## config.mk

```make
export PLATFORM = sky130hd
export DESIGN_NAME = e203_subsys_pllctl
export DESIGN_NICKNAME = d
export VERILOG_FILES = /design/src/rtl/e203_subsys_pllctl_pkg.sv /design/src/rtl/e203_subsys_pllctl.sv
export SDC_FILE = /design/constraint.sdc
export NUM_CORES = 1
export LEC_CHECK = 0
export BUFFER_PORTS_ARGS = -buffer_cell sky130_fd_sc_hd__buf_2
export CAP_MARGIN = 10
export CORE_MARGIN = 2
export CORE_UTILIZATION = 40
export CTS_BUF_LIST = sky130_fd_sc_hd__clkbuf_8
export DETAILED_ROUTE_END_ITERATION = 10
export HOLD_SLACK_MARGIN = 0.15
export SLEW_MARGIN = 15
export SYNTH_ARGS = -nofsm -noshare
export SYNTH_HDL_FRONTEND = slang
export SYNTH_SLANG_ARGS = --single-unit
```

## constraint.sdc

```tcl
create_clock -name clk -period 5.55 [get_ports clk]
set_input_delay 1.11 -clock clk [delete_from_list [all_inputs] [get_ports clk]]
set_output_delay 1.11 -clock clk [all_outputs]
set_load 0.01 [all_outputs]
```

## src/rtl/e203_subsys_pllctl_pkg.sv

```systemverilog
// Shared types and defaults for the PLL control sequencer: state encoding,
// registered control-output bundle and the reset divider values.
package e203_subsys_pllctl_pkg;

    typedef enum logic [2:0] {
        ST_RUN   = 3'd0,
        ST_OFF   = 3'd1,
        ST_SLEEP = 3'd2,
        ST_SWOUT = 3'd3,
        ST_RESET = 3'd4,
        ST_LOCK  = 3'd5
    } state_t;

    localparam logic [7:0] M_RST_DEF  = 8'd32;
    localparam logic [4:0] N_RST_DEF  = 5'd1;
    localparam logic [1:0] OD_RST_DEF = 2'd1;

    typedef struct packed {
        logic asleep;
        logic reset;
        logic sel;
        logic locked;
        logic ack;
        logic busy;
    } ctl_t;

    // Control outputs as a pure function of state; registered from next state
    // so every output changes on the same edge as the state itself.
    function automatic ctl_t decode(state_t s);
        ctl_t c;
        c = '0;
        case (s)
            ST_RUN:   begin c.sel = 1'b1; c.locked = 1'b1; end
            ST_OFF:   begin c.asleep = 1'b1; c.reset = 1'b1; end
            ST_SLEEP: begin c.asleep = 1'b1; c.reset = 1'b1; c.ack = 1'b1; end
            ST_SWOUT: begin c.busy = 1'b1; end
            ST_RESET: begin c.reset = 1'b1; c.busy = 1'b1; end
            ST_LOCK:  begin c.busy = 1'b1; end
            default:  begin c.reset = 1'b1; c.busy = 1'b1; end
        endcase
        return c;
    endfunction

    function automatic int max3(int a, int b, int c);
        int m;
        m = (a > b) ? a : b;
        return (m > c) ? m : c;
    endfunction

endpackage

```

## src/rtl/e203_subsys_pllctl.sv

```systemverilog
// PLL control sequencer: moves the clock mux off the PLL, resets it with new
// divider settings, waits for lock and switches back; also handles sleep/bypass.
module e203_subsys_pllctl
    import e203_subsys_pllctl_pkg::*;
#(
    parameter int         SEL_CYCLES  = 4,
    parameter int         RST_CYCLES  = 16,
    parameter int         LOCK_CYCLES = 1024,
    parameter logic [7:0] M_RST       = M_RST_DEF,
    parameter logic [4:0] N_RST       = N_RST_DEF,
    parameter logic [1:0] OD_RST      = OD_RST_DEF
) (
    input  logic       clk,
    input  logic       rst_n,
    input  logic       cfg_valid,
    output logic       cfg_ready,
    input  logic [7:0] cfg_m,
    input  logic [4:0] cfg_n,
    input  logic [1:0] cfg_od,
    input  logic       cfg_bypass,
    input  logic       sleep_req,
    output logic       sleep_ack,
    output logic       pll_asleep,
    output logic       pll_RESET,
    output logic [7:0] pll_M,
    output logic [4:0] pll_N,
    output logic [1:0] pll_OD,
    output logic       pll_sel,
    output logic       pll_locked,
    output logic       busy
);

    localparam int MAX_CYCLES = max3(SEL_CYCLES, RST_CYCLES, LOCK_CYCLES);
    localparam int CW         = (MAX_CYCLES > 1) ? $clog2(MAX_CYCLES) : 1;

    localparam logic [CW-1:0] SEL_LD  = CW'(SEL_CYCLES - 1);
    localparam logic [CW-1:0] RST_LD  = CW'(RST_CYCLES - 1);
    localparam logic [CW-1:0] LOCK_LD = CW'(LOCK_CYCLES - 1);

    state_t        state, next_state;
    logic [CW-1:0] cnt, next_cnt;
    logic          byp, next_byp;
    logic          pend, next_pend;
    ctl_t          ctl;
    logic          accept;
    logic          cnt_done;

    function automatic logic [CW-1:0] load_val(state_t s);
        case (s)
            ST_SWOUT: return SEL_LD;
            ST_RESET: return RST_LD;
            ST_LOCK:  return LOCK_LD;
            default:  return '0;
        endcase
    endfunction

    assign cfg_ready = ((state == ST_RUN) || (state == ST_OFF)) && !sleep_req;
    assign accept    = cfg_valid && cfg_ready;
    assign cnt_done  = (cnt == '0);

    always_comb begin
        // NOTE: every variable gets a default before the case so no path
        // leaves it unassigned -- otherwise synthesis infers a latch.
        next_state = state;
        next_byp   = accept ? cfg_bypass : byp;
        next_pend  = pend;
        case (state)
            ST_RUN: begin
                if (sleep_req) begin
                    next_state = ST_SWOUT;
                    next_pend  = 1'b1;
                end else if (accept) begin
                    next_state = ST_SWOUT;
                end
            end
            ST_OFF: begin
                if (sleep_req)                 next_state = ST_SLEEP;
                else if (accept && !cfg_bypass) next_state = ST_RESET;
            end
            ST_SLEEP: begin
                if (!sleep_req) next_state = byp ? ST_OFF : ST_RESET;
            end
            ST_SWOUT: begin
                if (cnt_done) begin
                    next_pend = 1'b0;
                    if (pend)     next_state = ST_SLEEP;
                    else if (byp) next_state = ST_OFF;
                    else          next_state = ST_RESET;
                end
            end
            ST_RESET: if (cnt_done) next_state = ST_LOCK;
            ST_LOCK:  if (cnt_done) next_state = ST_RUN;
            default:  next_state = ST_RESET;
        endcase

        if (next_state != state) next_cnt = load_val(next_state);
        else if (!cnt_done)      next_cnt = cnt - 1'b1;
        else                     next_cnt = cnt;
    end

    // NOTE: sequential state uses non-blocking assignments so every register
    // samples the pre-edge values, independent of statement order.
    always_ff @(posedge clk or negedge rst_n) begin
        if (!rst_n) begin
            state <= ST_RESET;
            cnt   <= RST_LD;
            byp   <= 1'b0;
            pend  <= 1'b0;
            ctl   <= decode(ST_RESET);
        end else begin
            state <= next_state;
            cnt   <= next_cnt;
            byp   <= next_byp;
            pend  <= next_pend;
            ctl   <= decode(next_state);
        end
    end

    // Dividers only move on capture, which happens in RUN (mux then leaves the
    // PLL) or OFF (PLL already held in reset), so the PLL never sees a glitch.
    always_ff @(posedge clk or negedge rst_n) begin
        if (!rst_n) begin
            pll_M  <= M_RST;
            pll_N  <= N_RST;
            pll_OD <= OD_RST;
        end else if (accept) begin
            pll_M  <= cfg_m;
            pll_N  <= cfg_n;
            pll_OD <= cfg_od;
        end
    end

    assign pll_asleep = ctl.asleep;
    assign pll_RESET  = ctl.reset;
    assign pll_sel    = ctl.sel;
    assign pll_locked = ctl.locked;
    assign sleep_ack  = ctl.ack;
    assign busy       = ctl.busy;

endmodule
```

==> reports/results.txt, run 1 <==
Status -> complete, no violations
CP Class -> register to register
GPL Wtd Cong -> 0.877
WL per Instance -> 14.5 um
Hold Fails Final Rpt -> 0
Critical path data required time -> 5740 ps
CTS max path bufs -> 2
CTS H-Tree Depth -> 2
Routed wire length -> 4180 um
Nature of the critical path endpoint -> register
Crit Path Max Fanout -> 13
Hold buffer count at cts -> 0
Setup crit start -> cnt[0]
Setup Buffers After CTS -> 0
Sequential area share after synthesis -> 45.0%
Fillers -> 467
Area Growth Syn to Fin -> 17.0%
R2R Setup Slk -> 2420 ps
FF-to-FF path depth -> 9
Fin crit period -> 3130 ps
Slew headroom -> 50.2%
Most used cell, CP -> nor3_4
Reg-to-Reg End -> cnt[6]
Post-DP HPWL -> 2930 um
Total I/O pin count -> 42
Final setup margin -> 2420 ps
RSZ-0062 raised after global routing -> no
Layout cell share with drive strength beyond 1 -> 41.2%
Post-Syn Nets -> 206
Root buffer cell -> clkbuf_8
Initial Util -> 41.6%
CP max-delay cell -> or4b_1
PortBufs -> 41
F_max -> 319 MHz
Count of different cell masters after synthesis -> 53
CTS tree -> built
Fin crit share -> 56.5%
Dominant cells by area after synthesis -> dfrtp_1 (32%), dfstp_2 (13%), mux2_2 (9.1%), nor3_1 (3.3%), xnor2_1 (3.1%)
Setup crit end -> cnt[6]
First-pass GRT wire length -> 6910 um
DR vias/cell -> 5.32
Setup crit start kind -> register
Peak supply drop -> 223 uV
Pre-antenna DRT Iters -> 5
Share of the synthesized area in the top cell type -> 31.7%
Slowest stage delay, CP -> 640 ps
Post-synth top flop -> dfrtp_1
Synthesized area per cell -> 10.7 sq um
Vias -> 1532
Least-Margin Pin Slew -> 748 ps
Power density over cell area -> 553 mW/mm^2
Die width -> 74.3 um
Vias in the first global route -> 1451
GRT Util Overall -> 16.8%
# rows -> 25
Yosys Warn Count -> 0
Leak Pwr -> 1.00 nW
Setup violators final -> 0
Post-cts resize count -> 0
Synthesized flop and latch total -> 35
Max-slew violations -> 0
Clock-pin slew on the worst setup and hold paths -> 80 ps
Worst path cell trace -> inv_1 > ha_1 > or4b_1 > nor3_4 > a211oi_1 > nor3_4 > inv_2 > a21o_1 > a221oi_2
HP Class -> register to register
Pin count of the biggest net entering global routing -> 36
Post-Synthesis Cells -> 185
Core area -> 0.00475 sq mm
# DRC -> 0
CTS buffer count -> 5
Clock Sinks -> 35
Routed Antenna Nets -> 0
Die height -> 74.3 um
Clock latency on the worst-skew pair -> 290 ps
Synth Cell Area -> 0.00198 sq mm
CP arrival -> 3330 ps
Antenna Cells -> 0
Max-cap violation count -> 0
Total negative slack -> 0 ps
Iter 0 DRT Violations -> 95
Async SR Flop Fraction -> 100%
Synth area leader -> dfrtp_1
Place WS -> 2450 ps
Die area -> 0.00552 sq mm
Final nets -> 241
Worst Skew -> 7.17 ps
EDFF count, synth -> 0
Reg2Reg Launch Point -> cnt[0]
Initial antenna violation count -> 0
Total grt overflow -> 0
==> critical path: cells and delay by family, from the launching register on <==
family | cells | cell delay (ps)
fa+ha+maj | 1 | 190
compound gates | 3 | 580
flops | 1 | 390
buf+inv | 2 | 290
simple gates | 3 | 1570
==> per-layer routing <==
layer | vias to the layer above | wire (um) | GRT usage, %
li1 | 749 | - | -
met1 | 736 | 1990 | 22.6
met2 | 40 | 1910 | 25.3
met3 | 7 | 186 | 4.34
met4 | 0 | 91 | 7.94
met5 | - | 0 | 0
==> sequential cells by signal, summed over array words and instances (netlist names), 2 cells and up <==
signal,count
pll_M,8
cnt,10
pll_OD,2
pll_N,5
state,3
==> cell usage in the layout (no fill, tap or decap), drive strengths merged, types with 2 or more instances in the layout <==
cell     n
a211o    2
a211oi   4
a21oi    8
a22oi    2
a31oi    5
buf     41
clkbuf   6
dfrtp   25
dfstp   10
inv      5
mux2    16
nand2   11
nand2b   5
nand3    3
nor2    11
nor2b    3
nor3    16
nor4     3
o21ai    6
o22ai    5
or3      3
or4      2
xnor2    8
==> worst min-delay path by stage <==
stage | start | endpoint | slack [ps] | cells past startpoint
6_report | pll_M[2] | pll_M[2] | 500 | 1
5_1_grt | pll_M[2] | pll_M[2] | 530 | 1
4_1_cts | pll_M[2] | pll_M[2] | 510 | 1
3_5_place_dp | pll_N[4] | pll_N[4] | 490 | 1
3_3_place_gp | pll_M[1] | pll_M[1] | 480 | 1
2_1_floorplan | byp | byp | 550 | 1
==> Yosys cell counts (all sizes together) (6+ instances only) <==
master	n
a21oi	8
clkbuf	8
o21ai	6
nor2	11
nor3	16
xnor2	8
dfstp	10
nand2	11
mux2	16
dfrtp	25
==> area by class of cell <==
cell class	count	area [sq um]	area share (%)
Inverter	5	18.8	0.812
Clock inverter	2	35.0	1.52
Tap cell	67	83.8	3.63
Timing Repair Buffer	41	205	8.88
Sequential cell	35	888	38.4
Clock buffer	6	82.6	3.57
Multi-Input combinational cell	132	997	43.2
==> stage by stage <==
stage	power [mW]	std cells	hold slack [ps]	cell area, sq um	utilization, %
finish	1.28	288	502	2310	48.6
global route	1.37	288	527	2310	48.6
CTS	1.29	288	508	2310	48.6
detailed placement	1.04	280	491	2190	46.1
global placement	1.04	280	485	2190	46.1
floorplan	0.901	185	551	1980	-
==> report_power, final <==
part	leakage (nW)	switching, mW	total [mW]	internal, mW
sequential	0.421	0.0992	0.480	0.381
clock	0.0612	0.0964	0.242	0.145
combinational	0.519	0.308	0.557	0.249
total	1.00	0.504	1.28	0.775
==> logic make-up (layout without fill, tap and decap cells) <==
logic type	Yosys count	in the layout	synth area share, %
XOR/XNOR	9	9	4.37
AND/OR/NAND/NOR	63	63	20.0
buffers and inverters	18	54	4.56
AO/OA/AOI/OAI	42	42	15.8
adder cells (fa/ha/maj)	1	1	0.633
flip-flops	35	35	45.0
multiplexers	17	17	9.63
Power figures use the tool's default switching activity.
==> run 2, diff against run 1 <==
==> constraint.sdc (replaced) <==
create_clock -name clk -period 3.3 [get_ports clk]
set_input_delay 0.66 -clock clk [delete_from_list [all_inputs] [get_ports clk]]
set_output_delay 0.66 -clock clk [all_outputs]
set_load 0.01 [all_outputs]
==> run 2 against run 1 <==
First-iteration DRC count is 13% lower. Total power increased by 68%. Register-to-register slack worse by 2000 ps. Design area is 0.97% higher. Utilization rose by 0.47 points. Sequential share of layout area decreased by 0.37 points. Clock-buffer cell count unchanged. Combinational power rose by 71%. Largest power group unchanged. Highest routed layer unchanged.
==> reports/results.txt, run 2 (synthesis results as in run 1) <==
Die width -> 74.3 um
Pint -> 1.32 mW
Total negative slack -> 0 ps
F_max -> 352 MHz
Net Switching -> 0.838 mW
HP Class -> input pin to async pin
Routed wire length -> 4110 um
Largest registers -> cnt x10, pll_M x8, pll_N x5
Largest register FFs -> 10
Vias in the first global route -> 1510
Root buffer cell -> clkbuf_8
Final nets -> 244
First-pass GRT wire length -> 6930 um
CTS buffer count -> 5
Core area -> 0.00475 sq mm
CTS H-Tree Depth -> 2
Max-cap violation count -> 0
Vias -> 1539
Leak Pwr -> 1.02 nW
Initial antenna violation count -> 0
CTS max path bufs -> 2
Status -> complete, no violations
Register area -> 888 sq um
Power density over cell area -> 923 mW/mm^2
Total I/O pin count -> 42
Setup Buffers After CTS -> 0
Fillers -> 461
Most common cell after layout, fill and taps aside -> buf_2
Routed Antenna Nets -> 0
Multi-input logic area -> 997 sq um
Setup crit start kind -> register
CTS tree -> built
Total grt overflow -> 0
Setup crit start -> cnt[0]
Biggest register -> cnt
GRT Util Overall -> 16.7%
Post-DP HPWL -> 2950 um
Die height -> 74.3 um
Iter 0 DRT Violations -> 83
Leading cell types in the layout, fill and taps excluded -> buf_2 (41), dfrtp_1 (25), mux2_2 (16)
RSZ-0062 raised after global routing -> no
Fin crit share -> 86.0%
CP arrival -> 3020 ps
Post-cts resize count -> 0
Area Growth Syn to Fin -> 18.1%
Layout cell share with drive strength beyond 1 -> 42.0%
Combinational share of power -> 44.1%
Clock share of power -> 18.4%
Pin count of the biggest net entering global routing -> 36
Setup violators final -> 0
Hold Fails Final Rpt -> 0
Worst Skew -> 4.63 ps
# DRC -> 0
Peak supply drop -> 405 uV
Pwr Total -> 2.15 mW
Crit Path Max Fanout -> 13
Nature of the critical path endpoint -> register
Reg2Reg Launch Point -> cnt[0]
GPL Wtd Cong -> 0.815
DR vias/cell -> 5.29
Sequential power share -> 37.5%
WL per Instance -> 14.1 um
Fin crit period -> 2840 ps
Clock Sinks -> 35
Initial Util -> 41.6%
Die area -> 0.00552 sq mm
Antenna Cells -> 0
Clock latency on the worst-skew pair -> 280 ps
Hold buffer count at cts -> 0
Pre-antenna DRT Iters -> 4
CP Class -> register to register
PortBufs -> 41
# rows -> 25
Switching share of power -> 38.9%
Max-slew violations -> 0
Clock-pin slew on the worst setup and hold paths -> 70 ps
Slew headroom -> 49.8%
Critical path data required time -> 3480 ps
Least-Margin Pin Slew -> 753 ps
## run 2: power groups by stage
| stage | registers, mW | clock network (mW) | logic (mW) |
|---|---|---|---|
| floorplan | 0.803 | 0 | 0.713 |
| global placement | 0.811 | 0 | 0.953 |
| detailed placement | 0.814 | 0 | 0.949 |
| CTS | 0.808 | 0.409 | 0.955 |
| global route | 0.834 | 0.430 | 1.06 |
| finish | 0.808 | 0.396 | 0.951 |
## run 2: area by class of cell
type / count / area share (%)
Inverter: 5 / 0.804
Tap cell: 67 / 3.59
Clock buffer: 6 / 3.54
Sequential cell: 35 / 38.1
Timing Repair Buffer: 44 / 9.76
Clock inverter: 2 / 1.50
Multi-Input combinational cell: 132 / 42.7
## run 2: path summary, 6_finish.rpt
kind | to | slack [ps] | cells past startpoint
min in group clk | pll_OD[1] | 500 | 1
min | cnt[7] | 440 | 1
max | cnt[1] | 460 | 9
max reg2reg | cnt[1] | 460 | 9
min reg2reg | pll_OD[1] | 500 | 1
max in group asynchronous | sleep_ack | 2370 | 1
## run 2: metrics by stage
| step | area (sq um) | worst slack [ps] | util, % | std cells | hold WS, ps |
|---|---|---|---|---|---|
| detailed placement | 2220 | 482 | 46.6 | 283 | 490 |
| finish | 2330 | 461 | 49.1 | 291 | 442 |
| global placement | 2220 | 527 | 46.6 | 283 | 486 |
| global route | 2330 | 236 | 49.1 | 291 | 500 |
| CTS | 2330 | 455 | 49.1 | 291 | 470 |
| floorplan | 1980 | 787 | - | 185 | 364 |
## run 2: worst max-delay path: stages (launching register included)
cell and delay [ps]:
dfstp_2 390, inv_1 50, ha_1 180, or4b_1 630, or3_4 520, nor2_2 180
nor3_4 80, inv_2 230, a211oi_2 130, nor4_1 320
## run 2: per-layer routing
metal	GRT usage [%]	part of all wire [%]	up-vias	wire, um
met5	0	0	-	0
met3	4.61	6.1	4	251
met1	23.2	46	731	1890
li1	-	-	753	-
met4	6.15	0.95	0	39
met2	25.2	47	51	1920
==> run 3, diff against run 2 <==
--- a/config.mk
+++ b/config.mk
@@ -7,11 +7,14 @@
 export LEC_CHECK = 0
 export BUFFER_PORTS_ARGS = -buffer_cell sky130_fd_sc_hd__buf_2
 export CAP_MARGIN = 10
+export CELL_PAD_IN_SITES_DETAIL_PLACEMENT = 1
+export CELL_PAD_IN_SITES_GLOBAL_PLACEMENT = 2
 export CORE_MARGIN = 2
-export CORE_UTILIZATION = 40
+export CORE_UTILIZATION = 36
 export CTS_BUF_LIST = sky130_fd_sc_hd__clkbuf_8
 export DETAILED_ROUTE_END_ITERATION = 10
 export HOLD_SLACK_MARGIN = 0.15
+export PLACE_DENSITY_LB_ADDON = 0.1
 export SLEW_MARGIN = 15
 export SYNTH_ARGS = -nofsm -noshare
 export SYNTH_HDL_FRONTEND = slang
==> run 3 against run 2 <==
Clock power is 21% lower. Register-to-register slack worse by 100 ps. Utilization is 4.8 points lower. Combinational power is 7% higher. Critical path type unchanged. Largest cell class unchanged. Fmax is 3.5% lower. Clock skew is 7.3 ps higher. Final cell count is 0.69% higher. Wire length is 21% higher. Total power is 1.0% lower. Critical endpoint unchanged. Sequential power is 1% lower. Largest power group unchanged.
==> reports/results.txt, run 3 (synthesis results as in run 1) <==
Status -> complete, no violations
Die area -> 0.00610 sq mm
Setup crit start kind -> register
Least-Margin Pin Slew -> 792 ps
Leading cell types in the layout, fill and taps excluded -> buf_2 (41), dfrtp_1 (25), mux2_2 (16)
Fin crit period -> 2940 ps
Biggest register -> cnt
WL per Instance -> 17.0 um
Root buffer cell -> clkbuf_8
Reg2Reg Launch Point -> cnt[0]
Worst Skew -> 11.9 ps
Final cell count without fillers -> 293
Initial Util -> 38.0%
Clock-pin slew on the worst setup and hold paths -> 80 ps
Die width -> 78.1 um
Worst path cell trace -> inv_1 > ha_1 > or4b_1 > or3_4 > nor2_2 > nor3_4 > inv_2 > a211oi_2 > nor4_1
Clock share of power -> 14.7%
Total I/O pin count -> 42
Final setup margin -> 358 ps
Fin crit share -> 89.1%
Max-slew violations -> 0
Pin count of the biggest net entering global routing -> 36
Die height -> 78.1 um
Hold Fails Final Rpt -> 0
Antenna Cells -> 0
Peak supply drop -> 351 uV
Routed Antenna Nets -> 0
Combinational share of power -> 47.8%
Post-cts resize count -> 0
Leak Pwr -> 1.00 nW
CTS tree -> built
Net Switching -> 0.888 mW
FF-to-FF path depth -> 9
CP max-delay cell -> or4b_1
F_max -> 340 MHz
Vias in the first global route -> 1730
Reg-to-Reg End -> cnt[1]
CTS buffer count -> 5
Slowest stage delay, CP -> 640 ps
Area Growth Syn to Fin -> 16.8%
Layout cell share with drive strength beyond 1 -> 41.7%
Slew headroom -> 47.2%
Dpl cells -> 286
Pwr Total -> 2.13 mW
Setup violators final -> 0
Routed wire length -> 4990 um
GRT Util Overall -> 17.8%
DR vias/cell -> 5.43
HP Class -> input pin to async pin
CP Class -> register to register
Nature of the critical path endpoint -> register
# rows -> 26
Hold buffer count at cts -> 0
R2R Setup Slk -> 360 ps
CTS max path bufs -> 2
Power density over cell area -> 924 mW/mm^2
Crit Path Max Fanout -> 13
Largest registers -> cnt x10, pll_M x8, pll_N x5
Critical path data required time -> 3470 ps
CP arrival -> 3120 ps
Vias -> 1592
Sequential power share -> 37.4%
Largest register FFs -> 10
Switching share of power -> 41.7%
PortBufs -> 41
Clock Sinks -> 35
Max-cap violation count -> 0
Post-DP HPWL -> 3670 um
# DRC -> 0
Clock latency on the worst-skew pair -> 280 ps
Total negative slack -> 0 ps
Pre-antenna DRT Iters -> 4
Setup Buffers After CTS -> 0
Place WS -> 370 ps
Pint -> 1.24 mW
Final nets -> 244
First-pass GRT wire length -> 8510 um
Initial antenna violation count -> 0
Iter 0 DRT Violations -> 67
RSZ-0062 raised after global routing -> no
Core area -> 0.00520 sq mm
Total grt overflow -> 0
CTS H-Tree Depth -> 2
GPL Wtd Cong -> 0.818
Most common cell after layout, fill and taps aside -> buf_2
## run 3: worst max-delay path: cells and delay by family (launching register included)
| kind | cells | cell delay (ps) |
|---|---|---|
| AND/OR/NAND/NOR | 5 | 1750 |
| flip-flops | 1 | 390 |
| buffers and inverters | 2 | 330 |
| adder cells (fa/ha/maj) | 1 | 200 |
| AO/OA/AOI/OAI | 1 | 140 |
## run 3: how the worst max path moves through the flow
| stage | from | endpoint | slack, ps | depth (start not counted) |
|---|---|---|---|---|
| 4_1_cts | cnt[0] | cnt[1] | 340 | 9 |
| 3_5_place_dp | cnt[1] | cnt[1] | 370 | 9 |
| 6_report | cnt[0] | cnt[1] | 360 | 9 |
| 2_1_floorplan | cnt[0] | cnt[6] | 790 | 10 |
| 5_1_grt | cnt[0] | cnt[1] | 250 | 9 |
| 3_3_place_gp | cnt[0] | cnt[1] | 490 | 9 |
## run 3: routing by layer
layer  wire length (um)  vias to the layer above  global-route usage (%)
met4                 54                        0                    5.79
met3                207                        4                    3.33
li1                   -                      750                       -
met5                  0                        -                       0
met1               2260                      800                    22.7
met2               2460                       38                    30.3
## run 3: per-stage QoR
| stage | area [sq um] | utilization, % | hold slack, ps |
|---|---|---|---|
| finish | 2310 | 44.3 | 461 |
| global route | 2310 | 44.3 | 510 |
| CTS | 2310 | 44.3 | 478 |
| detailed placement | 2220 | 42.6 | 492 |
| global placement | 2220 | 42.6 | 485 |
| floorplan | 1980 | - | 364 |
## run 3: power by group through the flow
stage / Clock [mW] / Combinational (mW) / Sequential [mW]
final: 0.314 / 1.02 / 0.798
after global routing: 0.349 / 1.11 / 0.831
after CTS: 0.328 / 1.03 / 0.797
after detailed placement: 0 / 1.02 / 0.802
after global placement: 0 / 0.999 / 0.793
after floorplan: 0 / 0.713 / 0.803
## run 3: cell type report
type	count	area (sq um)
fill	601	2900
clock buffer	6	82.6
inverter	5	18.8
timing repair buffer	44	228
tap	70	87.6
multi-input combinational	132	997
sequential	35	888
clock inverter	1	5.00
